<file path="src/rtl/imi_symb_collector_pkg.sv">
// Shared constants and register-map bundle for the imitator receive path.
// Pack geometry is reused from the transmit-side wiper.
package imi_symb_collector_pkg;

  localparam int IMI_SYMB_PER_PACK = 32;
  localparam int IMI_SYMB_PER_PACK_WIDTH =
    $clog2(IMI_SYMB_PER_PACK);
  localparam int IMI_PACK_CNT_W = 16;

  typedef struct packed {
    logic [IMI_SYMB_PER_PACK-1:0] DATA_0;
    logic [IMI_SYMB_PER_PACK-1:0] DATA_1;
    logic [1:0]                   VALID;
    logic                         OVERFLOW;
    logic                         SYNC_ERR;
    logic [IMI_PACK_CNT_W-1:0]    PACK_CNT;
  } IMI_RX_DATA_STRUCT;

endpackage

</file>
<file path="src/rtl/imi_symb_collector_deser.sv">
// Symbol deserialiser: LSB-first shift register, symbol counter, completion strobe.
// Ports: clk, rst, epoch_pulse, sec2_pulse, symb_in -> pack_done, pack_word, mid_pack.
module imi_symb_collector_deser
  import imi_symb_collector_pkg::*;
#(
  parameter int SYMB_PER_PACK = IMI_SYMB_PER_PACK,
  parameter int CNT_W = $clog2(SYMB_PER_PACK)
) (
  input  logic                     clk,
  input  logic                     rst,
  input  logic                     epoch_pulse,
  input  logic                     sec2_pulse,
  input  logic                     symb_in,
  output logic                     pack_done,
  output logic [SYMB_PER_PACK-1:0] pack_word,
  output logic                     mid_pack
);

  logic [SYMB_PER_PACK-1:0] sh;
  logic [CNT_W-1:0]         cnt;
  logic                     accept;

  // sec2 owns the cycle: a coincident epoch is dropped
  assign accept    = epoch_pulse & ~sec2_pulse;
  assign pack_done = accept &&
                     (cnt == CNT_W'(SYMB_PER_PACK - 1));
  assign pack_word = {symb_in, sh[SYMB_PER_PACK-1:1]};
  assign mid_pack  = (cnt != '0);

  always_ff @(posedge clk) begin
    if (rst || sec2_pulse) begin
      cnt <= '0;
      sh  <= '0;
    end else if (pack_done) begin
      cnt <= '0;
      sh  <= '0;
    end else if (accept) begin
      cnt <= cnt + CNT_W'(1);
      sh  <= pack_word;
    end
  end

endmodule

</file>
<file path="src/rtl/imi_symb_collector.sv">
// Receive-side symbol collector: packs symbols into two ping-pong readout slots.
// Ports: epoch/sec2 strobes, symb_in, rd_ack[1:0], clr_flags -> data_0/1, valid, flags, pack_cnt.
module imi_symb_collector
  import imi_symb_collector_pkg::*;
#(
  parameter int SYMB_PER_PACK = IMI_SYMB_PER_PACK,
  parameter int CNT_W = $clog2(SYMB_PER_PACK),
  parameter int PACK_CNT_W = IMI_PACK_CNT_W
) (
  input  logic                     clk,
  input  logic                     rst,
  input  logic                     epoch_pulse,
  input  logic                     sec2_pulse,
  input  logic                     symb_in,
  input  logic [1:0]               rd_ack,
  input  logic                     clr_flags,
  output logic [SYMB_PER_PACK-1:0] data_0,
  output logic [SYMB_PER_PACK-1:0] data_1,
  output logic [1:0]               valid,
  output logic                     overflow,
  output logic                     sync_err,
  output logic [PACK_CNT_W-1:0]    pack_cnt
);

  logic                     done;
  logic [SYMB_PER_PACK-1:0] word;
  logic                     mid_pack;
  logic                     ptr;
  logic [1:0]               wr;
  logic                     ov_set;
  logic                     se_set;

  imi_symb_collector_deser #(
    .SYMB_PER_PACK(SYMB_PER_PACK),
    .CNT_W        (CNT_W)
  ) u_deser (
    .clk        (clk),
    .rst        (rst),
    .epoch_pulse(epoch_pulse),
    .sec2_pulse (sec2_pulse),
    .symb_in    (symb_in),
    .pack_done  (done),
    .pack_word  (word),
    .mid_pack   (mid_pack)
  );

  // a write to a slot overrides a same-cycle ack of that slot
  always_comb begin
    wr     = {done & ptr, done & ~ptr};
    ov_set = done & valid[ptr] & ~rd_ack[ptr];
    se_set = sec2_pulse & mid_pack;
  end

  always_ff @(posedge clk) begin
    if (rst) begin
      ptr      <= 1'b0;
      data_0   <= '0;
      data_1   <= '0;
      valid    <= '0;
      overflow <= 1'b0;
      sync_err <= 1'b0;
      pack_cnt <= '0;
    end else begin
      if (sec2_pulse)
        ptr <= 1'b0;
      else if (done)
        ptr <= ~ptr;
      if (wr[0])
        data_0 <= word;
      if (wr[1])
        data_1 <= word;
      valid    <= wr | (valid & ~rd_ack);
      overflow <= ov_set | (overflow & ~clr_flags);
      sync_err <= se_set | (sync_err & ~clr_flags);
      if (done)
        pack_cnt <= pack_cnt + PACK_CNT_W'(1);
    end
  end

endmodule

</file>
<file path="config.mk">
export PLATFORM = sky130hd
export DESIGN_NAME = imi_symb_collector
export DESIGN_NICKNAME = d
export VERILOG_FILES = /design/src/rtl/imi_symb_collector_pkg.sv /design/src/rtl/imi_symb_collector_deser.sv /design/src/rtl/imi_symb_collector.sv
export SDC_FILE = /design/constraint.sdc
export NUM_CORES = 1
export LEC_CHECK = 0
export CAP_MARGIN = 20
export CORE_ASPECT_RATIO = 0.8
export CORE_MARGIN = 1
export CORE_UTILIZATION = 60
export DETAILED_ROUTE_END_ITERATION = 10
export DONT_BUFFER_PORTS = 1
export GPL_TIMING_DRIVEN = 0
export MAX_ROUTING_LAYER = met4
export PLACE_DENSITY = 0.83
export SYNTH_ARGS = -nofsm -noshare
export SYNTH_HDL_FRONTEND = slang
export SYNTH_SLANG_ARGS = --single-unit
</file>
<file path="constraint.sdc">
create_clock -name clk -period 2.22 [get_ports clk]
set_input_delay 0.333 -clock clk [delete_from_list [all_inputs] [get_ports clk]]
set_output_delay 0.333 -clock clk [all_outputs]
set_load 0.03 [all_outputs]
</file>
==> reports/metrics.cfg, run 1 <==
[sta]
fmax_mhz = 467
period_share_pct = 96.4
holdWs_ps = 16.7
setup_violations = 0
hold_viol = 0
drv_slew = 0
relSlewSlack_pct = 63.7
worst_pin_slew_ps = 544
rsz0062_at_grt = yes
final.min_clock_period_ps = 2140
final.setup_skew_ps = 12.6

[floorplan]
die_area_um2 = 7730
start_util_pct = 63.3
die_w_um = 98.0
die_h_um = 78.8
rows = 27
fp.coreArea_um2 = 6990
io_pins = 92

[routing]
drc = 5
wl_um = 10500
vias = 3819
post_drt_wl_per_cell_um = 15.6
final_antenna_net_count = 0
drt_iter0_drc = 204
firstDrtPassIters = 8
viasPerCell = 5.69

[global_routing]
grt.total_usage_pct = 29.4
grt_overflow = 0
antenna_found_initial = 0
grt_pass1_wl_um = 17200
grt_pass1_vias = 3611
grt_max_degree = 17

[synth]
yosys.area.top_type_share_pct = 54.7
synth_xor_area_share_pct = 2.37
synth_top_family_by_area = simple AND/OR/NAND/NOR gates
synth_seq_cells = 121
synthArstFlopShare_pct = 0
synthTopCellsByCount = nand2_1, dfxtp_1, a21oi_1
ys_seq_area_share_pct = 54.7
yosys_warnings = 0
ys_types = 37
syn_nets = 564
synthFlopType = dfxtp_1
synth.area.top_cells = dfxtp_1, nand2_1, a21oi_1
syn_area_per_cell_um2 = 8.02
synth_compound_area_share_pct = 13.7
synth_simple_gate_area_share_pct = 24.2
synth_area_um2 = 4430
synth_mux_area_share_pct = 0.226
synth_edf_count = 0
synth_most_common_cell = nand2_1
netlist_instances = 552
synthAdderAreaFrac_pct = 1.13
yosysTopAreaCell = dfxtp_1

[clocking]
cts.sinks = 121
cts_tree = yes
clk_latency_ps = 520
cts.clk_slew.worst_paths_ps = 60
numCtsBuffers = 17
clockBufferDepth = 2
htreeDepth = 4
cts-root-buf = clkbuf_8

[finish]
drive_above_1_share_pct = 9.93
num_antenna_cells = 0
multi_input_area_um2 = 1870
nNetsFinal = 583
fillerInstances = 533
seq_area_um2 = 2420
synthToLayoutAreaGrowth_pct = 16.6

[critical_path]
required_ps = 2600
crit_chain = ha_1 > and3_1 > ha_1 > nand3b_1 > or4_1 > xor2_1 > nor2_1
arrival_ps = 2520
max_stage_delay_ps = 600
path_buf_inv = 0
crit_top_cell = ha_1
path_delay_family = simple AND/OR/NAND/NOR gates
path_class = reg2reg
cp_max_fo = 5
slowest_stage = or4_1
worstSetupEndpointType = register
startpoint_type = register

[hold_path]
hold_class = in2reg

[outcome]
violations = design-rule violations
outcome = finished with violations

[power_and_ir_drop]
cellPowerDensity_nw_per_um2 = 925
p_total_uw = 4780
peakVddDrop_v = 0.000571
p_leak_uw = 0.00172

[flow_run]
drv_cap = 0

[placed_design]
io_buffers = 0
dpl.hpwl_um = 6850
gp_congestion = 0.822

state kept, by name, summed over array words and instances (netlist names):
| name | count |
|---|---|
| pack_cnt | 16 |
| data_0 | 32 |
| valid | 2 |
| u_deser.sh | 31 |
| u_deser.cnt | 5 |
| ptr | 1 |
| data_1 | 32 |
| sync_err | 1 |
| overflow | 1 |
kinds of logic after synthesis:
logic type / after synthesis
flip-flops: 121
XOR/XNOR: 12
adder cells (fa/ha/maj): 4
multiplexers: 1
AND/OR/NAND/NOR: 254
AO/OA/AOI/OAI: 117
buffers and inverters: 43
where the power goes:
group / total [µW] / internal, µW / switching, µW
clock: 2520 / 1520 / 998
combinational: 82.9 / 17.6 / 65.3
sequential: 2180 / 2170 / 2.37
total: 4780 / 3710 / 1070
metrics by stage:
stage | setup TNS [ps] | setup slack [ps] | utilization, % | cell area (µm²) | cells
2_1_floorplan | 0 | 255 | - | 4430 | 552
3_3_place_gp | -3780 | -131 | 64.9 | 4540 | 639
3_5_place_dp | -7060 | -180 | 64.9 | 4540 | 639
4_1_cts | 0 | 2.02 | 73.5 | 5140 | 672
5_1_grt | -34.3 | -16.0 | 73.8 | 5160 | 671
6_report | 0 | 79.9 | 73.8 | 5160 | 671
timing repair:
item / in CTS / in global routing
hold buffers: 2 / 0
endpoints found under the setup margin: 63 / 72
buffers inserted: 0 / 0
resized for setup: 19 / 19
endpoints found under the hold margin: 5 / 0
layout by cell type, fill, tap and decap left out, types with 3 or more instances in the layout:
master	Yosys	final
dfxtp_1	121	121
clkbuf_2	0	8
nand2_1	202	201
nand2b_1	5	4
buf_4	0	4
clkbuf_1	33	17
nand3_1	6	6
clkbuf_4	0	4
or3_1	5	5
inv_1	5	5
clkinv_2	0	4
nor3_1	3	3
clkbuf_16	0	16
nor2_1	14	13
clkinv_4	0	6
xor2_1	6	6
a21oi_1	107	106
ha_1	4	4
buf_1	3	3
xnor2_1	6	6
nand4_1	3	3
layer usage:
metal  GRT usage [%]  up-vias  part of all wire, %
met3            10.2        9                  8.5
met2            48.8      148                   49
li1                -     1845                    -
met4            7.73        0                 0.70
met5               -        -                    0
met1            34.3     1817                   42
layout make-up:
type	instances	share of cell area, %
buffer	36	3.42
clock inverter	13	2.33
clock buffer	19	8.36
timing repair buffer	2	0.388
inverter	5	0.363
tap	87	2.11
sequential	121	46.9
multi-input combinational	388	36.1
path summary, 6_finish.rpt:
kind                                      from     endpoint  slack, ps  depth (start not counted)
worst min-delay path                 clr_flags     sync_err         20                          2
worst min register to register  u_deser.sh[10]    data_1[9]        480                          2
worst max register to register  u_deser.cnt[0]  pack_cnt[7]         80                          7
worst max-delay path            u_deser.cnt[0]  pack_cnt[7]         80                          7
Note: power is estimated with default switching activity, not from simulation.
==> run 2: changes to the inputs <==
- REMOVE_ABC_BUFFERS: default -> 1
==> run 2 against run 1 <==
Compared with the run above:
- the run ends with design-rule violations, negative hold slack left
- cell count is 3.3% lower
- critical path type unchanged
- routed wire length is 0.76% higher
- highest routed layer unchanged
- critical endpoint is now pack_cnt[0]
- maximum frequency is 1.3% lower
- cell area is 1.6% higher
- largest cell class unchanged
==> reports/metrics.cfg, run 2 (same netlist as run 1, synthesis figures left out) <==
[outcome]
outcome = finished with violations
violations = design-rule violations, negative hold slack

[placed_design]
place_area_um2 = 4540
io_buffers = 0
gp_congestion = 0.777
pre_cts_ws_ps = -433
dp.cells = 607
dpl.hpwl_um = 6370

[critical_path]
worstSetupEndpointType = register
path_class = reg2reg
reg2reg_from = u_deser.cnt[0]
arrival_ps = 2550
startpoint_type = register
startpoint = u_deser.cnt[0]
reg2regPathDepth = 7
cp_max_fo = 7
required_ps = 2600

[finish]
synthToLayoutAreaGrowth_pct = 18.4
final_area_um2 = 5240
drive_above_1_share_pct = 9.79
final_cell_mix = nand2_1, dfxtp_1, a21oi_1
num_antenna_cells = 0
final_cells = 649
nNetsFinal = 561
largestRegisters = data_0 (32), data_1 (32), u_deser.sh (31)
final_common_cell = nand2_1

[power_and_ir_drop]
cellPowerDensity_nw_per_um2 = 926
internal-power_uw = 3880
combPwrFrac_pct = 1.1
p_leak_uw = 0.00174
netSwitchingPower_uw = 979
peakVddDrop_v = 0.000946
seqPwrFrac_pct = 44.8
clkPwrFrac_pct = 54.0
swShare_pct = 20.2

[hold_path]
worst_hold_path.num_cells = 1
hp-start = rst
hold_class = in2reg

[sta]
period_share_pct = 97.6
rsz0062_at_grt = no
hold_viol = 55
relSlewSlack_pct = 47.0
drv_slew = 0
final.min_clock_period_ps = 2170
worst_pin_slew_ps = 791
holdWs_ps = -101
fmax_mhz = 461
fin_ws_ps = 52.6
final.setup_skew_ps = 6.88
setup_violations = 0

[routing]
final_antenna_net_count = 0
vias = 3732
post_drt_wl_per_cell_um = 16.3
viasPerCell = 5.75
firstDrtPassIters = 8
drt_iter0_drc = 257
drc = 5
wl_um = 10600

[global_routing]
antenna_found_initial = 0
grt_max_degree = 87
grt_pass1_vias = 3512
grt.total_usage_pct = 28.4
grt_pass1_wl_um = 16800
grt_overflow = 0

[clocking]
cts.clk_slew.worst_paths_ps = 60
cts_tree = yes
hold_buffers = 6
numCtsBuffers = 17
clk_latency_ps = 490
htreeDepth = 4
cts.sinks = 121
cts-root-buf = clkbuf_8
clockBufferDepth = 2

[floorplan]
io_pins = 92
rows = 27
die_w_um = 98.0
die_area_um2 = 7730
fp.coreArea_um2 = 6990
start_util_pct = 63.3
die_h_um = 78.8

[flow_run]
drv_cap = 0

==> run 2: area by class of cell <==
type,instances,area [µm²]
clock inverters,10,119
fillers,529,1750
flip-flops and latches,121,2430
multi-input cells,389,1880
clock buffers,22,463
inverters,5,18.8
well taps,87,109
repair buffers,15,223
==> run 2: worst paths after layout <==
kind	end	slack, ps
worst min register to register	data_0[0]	470
worst min-delay path	pack_cnt[4]	-100
worst max register to register	pack_cnt[0]	50
worst max-delay path	pack_cnt[0]	50
==> run 2: routing by layer <==
layer / routed length (µm) / global-route usage [%] / up-vias
li1: - / - / 1803
met1: 4470 / 32.8 / 1773
met2: 5280 / 47.6 / 144
met3: 712 / 8.63 / 12
met4: 98 / 9.70 / 0
met5: 0 / - / -
==> run 2: power by group through the flow <==
stage	Clock, µW	Combinational (µW)	Sequential (µW)
finish	2630	55.8	2180
global route	2760	60.2	2180
global placement	0	38.1	2220
detailed placement	0	51.0	2220
floorplan	0	27.1	2220
CTS	2650	55.1	2180
==> run 2: timing repair <==
| item | in CTS | in global routing |
|---|---|---|
| endpoints found under the setup margin | 69 | 61 |
| pin swaps | 0 | 3 |
| endpoints found under the hold margin | 86 | 81 |
| resized for setup | 6 | 9 |
| setup buffers | 0 | 3 |
| gates cloned | 0 | 1 |
==> run 2: per-stage QoR <==
step / util (%) / total power (µW) / setup TNS (ps)
after CTS: 74.3 / 4880 / -323
after detailed placement: 64.9 / 2270 / -19990
after floorplan: - / 2250 / -3360
after global placement: 62.8 / 2260 / -65850
final: 75.0 / 4860 / 0
after global routing: 75.0 / 4990 / 0
==> run 2: critical path, cell delays in order (launching register included) <==
cell	delay, ps
dfxtp_1	390
ha_1	200
and3_1	170
ha_1	240
and3b_4	300
xnor2_1	140
nor2_1	50
dlygate4sd3_1	560
